$ cat config.mk
export PLATFORM = sky130hd
export DESIGN_NAME = par_2_ser_shift_reg
export DESIGN_NICKNAME = d
export VERILOG_FILES = /design/src/rtl/par_2_ser_pkg.sv /design/src/rtl/par_2_ser_hold_buf.sv /design/src/rtl/par_2_ser_shift_reg.sv
export SDC_FILE = /design/constraint.sdc
export NUM_CORES = 1
export LEC_CHECK = 0
export CORE_MARGIN = 5
export CORE_UTILIZATION = 45
export DETAILED_ROUTE_END_ITERATION = 7
export PLACE_DENSITY = 0.67
export SYNTH_ARGS = -nofsm -noshare
export SYNTH_HDL_FRONTEND = slang
export SYNTH_SLANG_ARGS = --single-unit
$ cat constraint.sdc
create_clock -name clk -period 3.7 [get_ports clk]
set_input_delay 0.74 -clock clk [delete_from_list [all_inputs] [get_ports clk]]
set_output_delay 0.74 -clock clk [all_outputs]
set_load 0.01 [all_outputs]
$ cat src/rtl/par_2_ser_pkg.sv
// Shared types and helpers for the parallel-to-serial shift register.
package par_2_ser_pkg;

  typedef enum logic {
    IDLE  = 1'b0,
    SHIFT = 1'b1
  } state_e;

  // Bit-index counter width; never narrower than one bit.
  function automatic int unsigned cnt_width(input int unsigned w);
    int unsigned c;
    c = $clog2(w);
    return (c < 1) ? 1 : c;
  endfunction

endpackage

$ cat src/rtl/par_2_ser_hold_buf.sv
// One-entry hold buffer that parks the next word while the current one shifts out.
module par_2_ser_hold_buf
  import par_2_ser_pkg::*;
#(
  parameter int unsigned DATA_WIDTH = 16
) (
  input  logic                  clk,
  input  logic                  resetn,
  input  logic                  load_i,
  input  logic                  take_i,
  input  logic [DATA_WIDTH-1:0] data_i,
  output logic [DATA_WIDTH-1:0] data_o,
  output logic                  valid_o
);

  logic [DATA_WIDTH-1:0] data_q, data_d;
  logic                  valid_q, valid_d;

  always_comb begin
    data_d  = data_q;
    valid_d = valid_q;
    if (load_i) begin
      data_d  = data_i;
      valid_d = 1'b1;
    end else if (take_i) begin
      valid_d = 1'b0;
    end
  end

  always_ff @(posedge clk or negedge resetn) begin
    if (!resetn) begin
      data_q  <= '0;
      valid_q <= 1'b0;
    end else begin
      data_q  <= data_d;
      valid_q <= valid_d;
    end
  end

  assign data_o  = data_q;
  assign valid_o = valid_q;

endmodule

$ cat src/rtl/par_2_ser_shift_reg.sv
// MSB-first parallel-to-serial converter with valid/ready input and a hold
// buffer for gap-free back-to-back words.
module par_2_ser_shift_reg
  import par_2_ser_pkg::*;
#(
  parameter int unsigned DATA_WIDTH = 16
) (
  input  logic                  clk,
  input  logic                  resetn,
  input  logic [DATA_WIDTH-1:0] din,
  input  logic                  din_valid,
  output logic                  din_ready,
  output logic                  dout,
  output logic                  dout_valid,
  output logic                  dout_first,
  output logic                  dout_last,
  output logic                  busy
);

  localparam int unsigned CW = cnt_width(DATA_WIDTH);

  state_e                state_q, state_d;
  logic [DATA_WIDTH-1:0] sreg_q, sreg_d;
  logic [CW-1:0]         cnt_q, cnt_d;
  logic                  dout_q, dout_d;
  logic                  dout_valid_q, dout_valid_d;
  logic                  dout_first_q, dout_first_d;
  logic                  dout_last_q, dout_last_d;
  logic                  busy_q, busy_d;

  logic [DATA_WIDTH-1:0] hbuf;
  logic                  hvalid;
  logic                  hb_load, hb_take;
  logic                  hvalid_next;
  logic                  accept;
  logic                  last_bit;

  assign din_ready = resetn && !hvalid;
  assign accept    = din_valid && din_ready;
  assign last_bit  = (cnt_q == CW'(DATA_WIDTH - 1));

  par_2_ser_hold_buf #(
    .DATA_WIDTH(DATA_WIDTH)
  ) u_hold_buf (
    .clk    (clk),
    .resetn (resetn),
    .load_i (hb_load),
    .take_i (hb_take),
    .data_i (din),
    .data_o (hbuf),
    .valid_o(hvalid)
  );

  // Next state, next shift contents, and the output values for the next cycle.
  always_comb begin
    state_d = state_q;
    sreg_d  = sreg_q;
    cnt_d   = cnt_q;
    hb_load = 1'b0;
    hb_take = 1'b0;

    case (state_q)
      IDLE: begin
        if (accept) begin
          sreg_d  = din;
          cnt_d   = '0;
          state_d = SHIFT;
        end
      end
      SHIFT: begin
        if (!last_bit) begin
          sreg_d  = sreg_q << 1;
          cnt_d   = cnt_q + CW'(1);
          hb_load = accept;
        end else if (hvalid) begin
          sreg_d  = hbuf;
          hb_take = 1'b1;
          cnt_d   = '0;
        end else if (accept) begin
          sreg_d = din;
          cnt_d  = '0;
        end else begin
          sreg_d  = '0;
          cnt_d   = '0;
          state_d = IDLE;
        end
      end
      default: begin
        sreg_d  = '0;
        cnt_d   = '0;
        state_d = IDLE;
      end
    endcase

    hvalid_next  = hb_load || (hvalid && !hb_take);
    dout_valid_d = (state_d == SHIFT);
    dout_d       = dout_valid_d && sreg_d[DATA_WIDTH-1];
    dout_first_d = dout_valid_d && (cnt_d == '0);
    dout_last_d  = dout_valid_d && (cnt_d == CW'(DATA_WIDTH - 1));
    busy_d       = dout_valid_d || hvalid_next;
  end

  always_ff @(posedge clk or negedge resetn) begin
    if (!resetn) begin
      state_q      <= IDLE;
      sreg_q       <= '0;
      cnt_q        <= '0;
      dout_q       <= 1'b0;
      dout_valid_q <= 1'b0;
      dout_first_q <= 1'b0;
      dout_last_q  <= 1'b0;
      busy_q       <= 1'b0;
    end else begin
      state_q      <= state_d;
      sreg_q       <= sreg_d;
      cnt_q        <= cnt_d;
      dout_q       <= dout_d;
      dout_valid_q <= dout_valid_d;
      dout_first_q <= dout_first_d;
      dout_last_q  <= dout_last_d;
      busy_q       <= busy_d;
    end
  end

  assign dout       = dout_q;
  assign dout_valid = dout_valid_q;
  assign dout_first = dout_first_q;
  assign dout_last  = dout_last_q;
  assign busy       = busy_q;

endmodule

== After elaboration in Yosys (flattened, before gate mapping) ==
Index checks and enable logic that the tools add are counted.
Storage, ports and cells
  memory bits (read-only): 0
  RAM bits: 0
  latch bits: 0
  output and inout port bits: 6
  register bits: 42
  word-level logic and storage cells: 46
  memories: 0
Operators by class
  order comparisons: 0
  multiplexer cells: 19
  bitwise operators: 1
  add/subtract/negate cells: 1
  reductions and logical operators: 12
  multipliers: 0
  divide/modulo/power cells: 0
  shift-type cells: 0
  equality and inequality tests: 3
Operator list (count)
  16-bit 2-to-1 mux: 4
  16-bit case mux with 2 select lines: 1
  1-bit 2-to-1 mux: 10
  4-bit == test, second input constant: 2
  4-bit 2-to-1 mux: 2
  4-bit case mux with 2 select lines: 1
  1-bit logical AND: 6
  4-bit by 1-bit adder with 4-bit output, second input constant: 1
  4-bit logical NOT: 1
  1-bit logical NOT: 2
  1-bit logical OR: 2
  2-bit != test, second input constant: 1
  1-bit case mux with 2 select lines: 1
  2-bit nonzero test: 1
  1-bit NOT: 1

== Logic depth before layout (Yosys ltp) ==
  depth in word-level cells: 8
  gate-level depth with buffers: 7
  depth with buffers taken out: 5

== Hierarchy ==
A second synthesis with hierarchy kept.
Unflattened totals
  cells, all modules: 169
  area, all modules: 1955.6 µm²
By module, submodules not included
  par_2_ser_shift_reg: cells each 132, instances 1, seq. area each 625.6 µm², area an instance 1272.5 µm²
  par_2_ser_hold_buf: cells each 37, instances 1, seq. area each 425.4 µm², area an instance 683.2 µm²

== Worst setup path before layout ==
No wires, ideal clock.
  path kind: register -> register
  start point: reg cnt_q[0]
  end point: reg u_hold_buf.data_q[1], in the netlist u_hold_buf.data_o[1]
  period minus slack after synthesis: 1.795 ns
  path slack: 1.905 ns
  buffers on the path: 2
  required time: 3.573 ns
  library setup time: 0.127 ns
  stages on the path, launching flop included: 8
  data arrival time: 1.668 ns
  cells stage by stage: dfrtp_1 > ha_1 > nand3_2 > and2_1 > buf_4 > nand2_4 > buf_6 > mux2_1
On the way
  cells in the longest elaborated chain, start to end: 3
Ends and longest elaborated chain
  start, declared: RTL line par_2_ser_shift_reg.sv:24  | logic [CW-1:0] cnt_q, cnt_d;
  start signal, assigned: RTL line par_2_ser_shift_reg.sv:116  | cnt_q <= cnt_d;
  4-bit == test: RTL line par_2_ser_shift_reg.sv:40  | assign last_bit = (cnt_q == CW'(DATA_WIDTH - 1));
  1-bit 2-to-1 mux: RTL line par_2_ser_shift_reg.sv:71  | if (!last_bit) begin
  1-bit 2-to-1 mux: RTL line par_2_ser_shift_reg.sv:62  | case (state_q)
  end signal, assigned: RTL line par_2_ser_hold_buf.sv:35  | data_q <= data_d;
  end, declared: RTL line par_2_ser_hold_buf.sv:16  | logic [DATA_WIDTH-1:0] data_q, data_d;
Every way passes these cells.
A chain may end at the register's enable or synchronous reset.

== Worst setup path after layout ==
  start point: in resetn
  end point: out din_ready
On the way
  cells in the longest elaborated chain, start to end: 1
Ends and longest elaborated chain
  start, declared: RTL line par_2_ser_shift_reg.sv:9  | input logic resetn,
  1-bit logical AND: RTL line par_2_ser_shift_reg.sv:38  | assign din_ready = resetn && !hvalid;
  end, declared: RTL line par_2_ser_shift_reg.sv:12  | output logic din_ready,
Every way passes these cells.

==> out/results.txt <==
Status - complete, no violations
Die area - 0.00559 mm^2
Max-cap violations - 0
Hold Vio Cnt, Final - 0
Slew HR - 27.6%
Worst Setup Start Kind - primary input
Ranking of synthesized cells by area - dfrtp_1 (56%), nand3_1 (7.4%), a22oi_1 (5.6%)
Average cell area after synthesis - 11.2 um^2
# rows - 23
Cell variety after synth - 37
Final cycle utilization of the critical path - 69.3%
Sequential share of the synthesized area - 55.6%
Worst-Margin Slew - 1080 ps
Area grow syn2layout - 20.7%
Leakage power - 1.02 nW
Mapped Area - 0.00189 mm^2
I/O Pins - 25
Cts bufs inserted - 5
Pwr Density - 750 mW/mm^2
Clk_skew - 11.2 ps
Setup crit start - resetn
Pwr Total - 0.00171 W
GPL Wtd Cong - 0.816
Max-slew violation count - 0
DRC - 0
Design Area, Final - 0.00228 mm^2
Cell area after placement - 0.00214 mm^2
Core Area - 0.00403 mm^2
Minimum clock period - 2560 ps
Final setup fails - 0
Maximum fanout along the worst path - 20
Vias post-DR - 1407
RR Startpoint - cnt_q[0]
Mapped Cells - 169
Cell taking the most area after synthesis - dfrtp_1
# diodes - 0
Postcts setup bufs - 0
Data arrival, critical path - 1820 ps
Largest net degree at the start of global routing - 27
FF-to-FF setup slack - 1360 ps
Initial antenna violation count - 0
Xor and xnor area share after synthesis - 0.464%
Worst Path Required - 2960 ps
Vias in the first global route - 1431
H-tree level count - 2
Min-delay worst type - primary input to async pin
Worst skew pair latency - 300 ps
Drt wl/cell - 16.4 um
Grt total ovfl - 0
Clk Tree Root Cell - clkbuf_8
Initial core utilization - 46.9%
Initial drt markers - 89
Final Core Density - 56.6%
Buffers on Ports - 24
Crit Path Category - primary input to output pin
Die height - 74.8 um
Synth Area in Compound Gates - 11.1%
CP Capture Type - output pin
Simple-gate area share of the yosys netlist - 18.1%
DP HPWL - 2620 um
Fin nets - 212
CTS tree - yes
First-pass GRT wire length - 6760 um
Yosys warns - 0
# resized after CTS - 0
Post-synthesis mux area share - 10.0%
Sink Count - 42
RSZ-0062 raised after global routing - no
Depth of the most critical reg-to-reg path - 5
Max VDD drop - 468 uV
Top-area cell type share of the netlist area - 55.6%
Yosys reg bits - 42
Setup TNS - 0 ps
Fmax - 390 MHz
Fill cells - 361
Total GRT Usage - 16.2%
Synth Net Count - 189
Clk buf depth - 2
Reg clk slew, reported paths - 80 ps
Share of layout cells above drive strength 1 - 11.9%
Post-CTS Hold Fix Bufs - 0
Drt total wl - 3980 um
Die width - 74.8 um
Vias per cell - 5.79
Routed Antenna Nets - 0
Adder-Cell Fraction of Synth Area - 0.662%
Largest family of logic cells by synthesized area - simple AND/OR/NAND/NOR gates
1st-pass router iterations - 4
Capture point of the worst reg-to-reg path - u_hold_buf.data_o[1]
End of the critical path - din_ready
==> worst max-delay path, cell delays in order <==
cell,delay [ps]
buf_2,360
nor2b_1,180
clkdlybuf4s50_1,540
==> state kept, by name, summed over array words and instances (netlist names) <==
| register | cells |
|---|---|
| dout_last | 1 |
| dout_valid | 1 |
| busy | 1 |
| dout_first | 1 |
| u_hold_buf.valid_o | 1 |
| sreg_q | 16 |
| u_hold_buf.data_o | 16 |
| dout | 1 |
| cnt_q | 4 |
==> cells in the mapped netlist <==
master,n
buf_4,1
mux2_2,6
and3_1,1
nor3_1,1
and2_1,2
nor4b_2,1
o21ba_2,1
mux2_1,9
xnor2_1,1
nor2_1,1
nor2_4,1
nand3_1,28
nand3b_1,1
mux2i_1,2
and3b_1,1
a2111oi_2,1
nand4_1,1
nand2_1,23
clkbuf_2,1
a22oi_1,14
buf_6,2
nor2b_1,2
buf_2,2
a41oi_1,1
dfrtp_1,42
a32oi_1,1
o221ai_1,1
a2111o_1,1
a211oi_1,1
ha_1,1
clkbuf_1,4
a21oi_1,3
inv_1,4
nand3_2,1
or3_1,1
nand2_4,1
o21ai_0,4
==> how the worst min path moves through the flow <==
stage	startpoint	endpoint	slack, ps	cells past startpoint
2_1_floorplan	resetn	busy	440	0
3_3_place_gp	sreg_q[0]	sreg_q[0]	470	2
3_5_place_dp	u_hold_buf.data_o[6]	u_hold_buf.data_o[6]	480	1
4_1_cts	resetn	sreg_q[7]	370	1
5_1_grt	resetn	u_hold_buf.data_o[3]	380	1
6_report	resetn	u_hold_buf.data_o[3]	370	1
==> metal layers <==
layer  vias up  part of all wire [%]  global-route usage [%]
li1        660                     -                       -
met1       692                    46                    21.0
met2        51                    47                    26.0
met3         4                   6.0                    5.21
met4         0                  0.98                    5.14
met5         -                     0                       0
==> final cells by class <==
cell class                 instances  area, um^2  area share, %
clock buffer                       5        68.8           3.02
clock inverter                     3        68.8           3.02
inverter                           4        15.0          0.659
multi-input combinational        113         763           33.5
sequential                        42        1050           46.1
tap                               50        62.6           2.74
timing repair buffer              26         250           11.0
==> cell usage in the layout (no fill, tap or decap) <==
cell type        synthesis  routed
o21ai_0                  4       4
nand2_4                  1       1
inv_1                    4       4
a41oi_1                  1       1
buf_4                    1       2
nand4_1                  1       1
or3_1                    1       1
mux2i_1                  2       2
and2_1                   2       2
xnor2_1                  1       1
nand3_1                 28      28
nand2_1                 23      23
nand3b_1                 1       1
nor2_4                   1       1
and3b_1                  1       1
a32oi_1                  1       1
o21ba_2                  1       1
a211oi_1                 1       1
nand3_2                  1       1
nor4b_2                  1       1
clkbuf_8                 0       5
clkinv_4                 0       1
o221ai_1                 1       1
a22oi_1                 14      14
a2111o_1                 1       1
nor3_1                   1       1
bufinv_16                0       2
ha_1                     1       1
buf_2                    2       1
nor2_1                   1       1
and3_1                   1       1
dfrtp_1                 42      42
mux2_1                   9       9
clkdlybuf4s50_1          0      23
mux2_2                   6       6
a2111oi_2                1       1
a21oi_1                  3       3
nor2b_1                  2       2
==> report_power, final <==
group / switching (W) / internal (W) / total, W
Sequential: 0.000129 / 0.000647 / 0.000776
Clock: 0.000156 / 0.000270 / 0.000427
Combinational: 0.000275 / 0.000233 / 0.000508
==> stage by stage <==
| stage | instances | worst slack (ps) | hold WS (ps) |
|---|---|---|---|
| after CTS | 243 | 1100 | 372 |
| after global routing | 243 | 1020 | 382 |
| after detailed placement | 235 | 1110 | 482 |
| after floorplan | 169 | 1900 | 444 |
| after global placement | 235 | 1140 | 470 |
| final | 243 | 1140 | 372 |
==> cells by family (layout without fill, tap and decap cells) <==
logic type	count (synthesis)	in the layout
buffers and inverters	14	38
multiplexers	17	17
adder cells (fa/ha/maj)	1	1
AO/OA/AOI/OAI	28	28
AND/OR/NAND/NOR	66	66
XOR/XNOR	1	1
flip-flops	42	42
No activity file was read; power rests on OpenSTA's default activity.
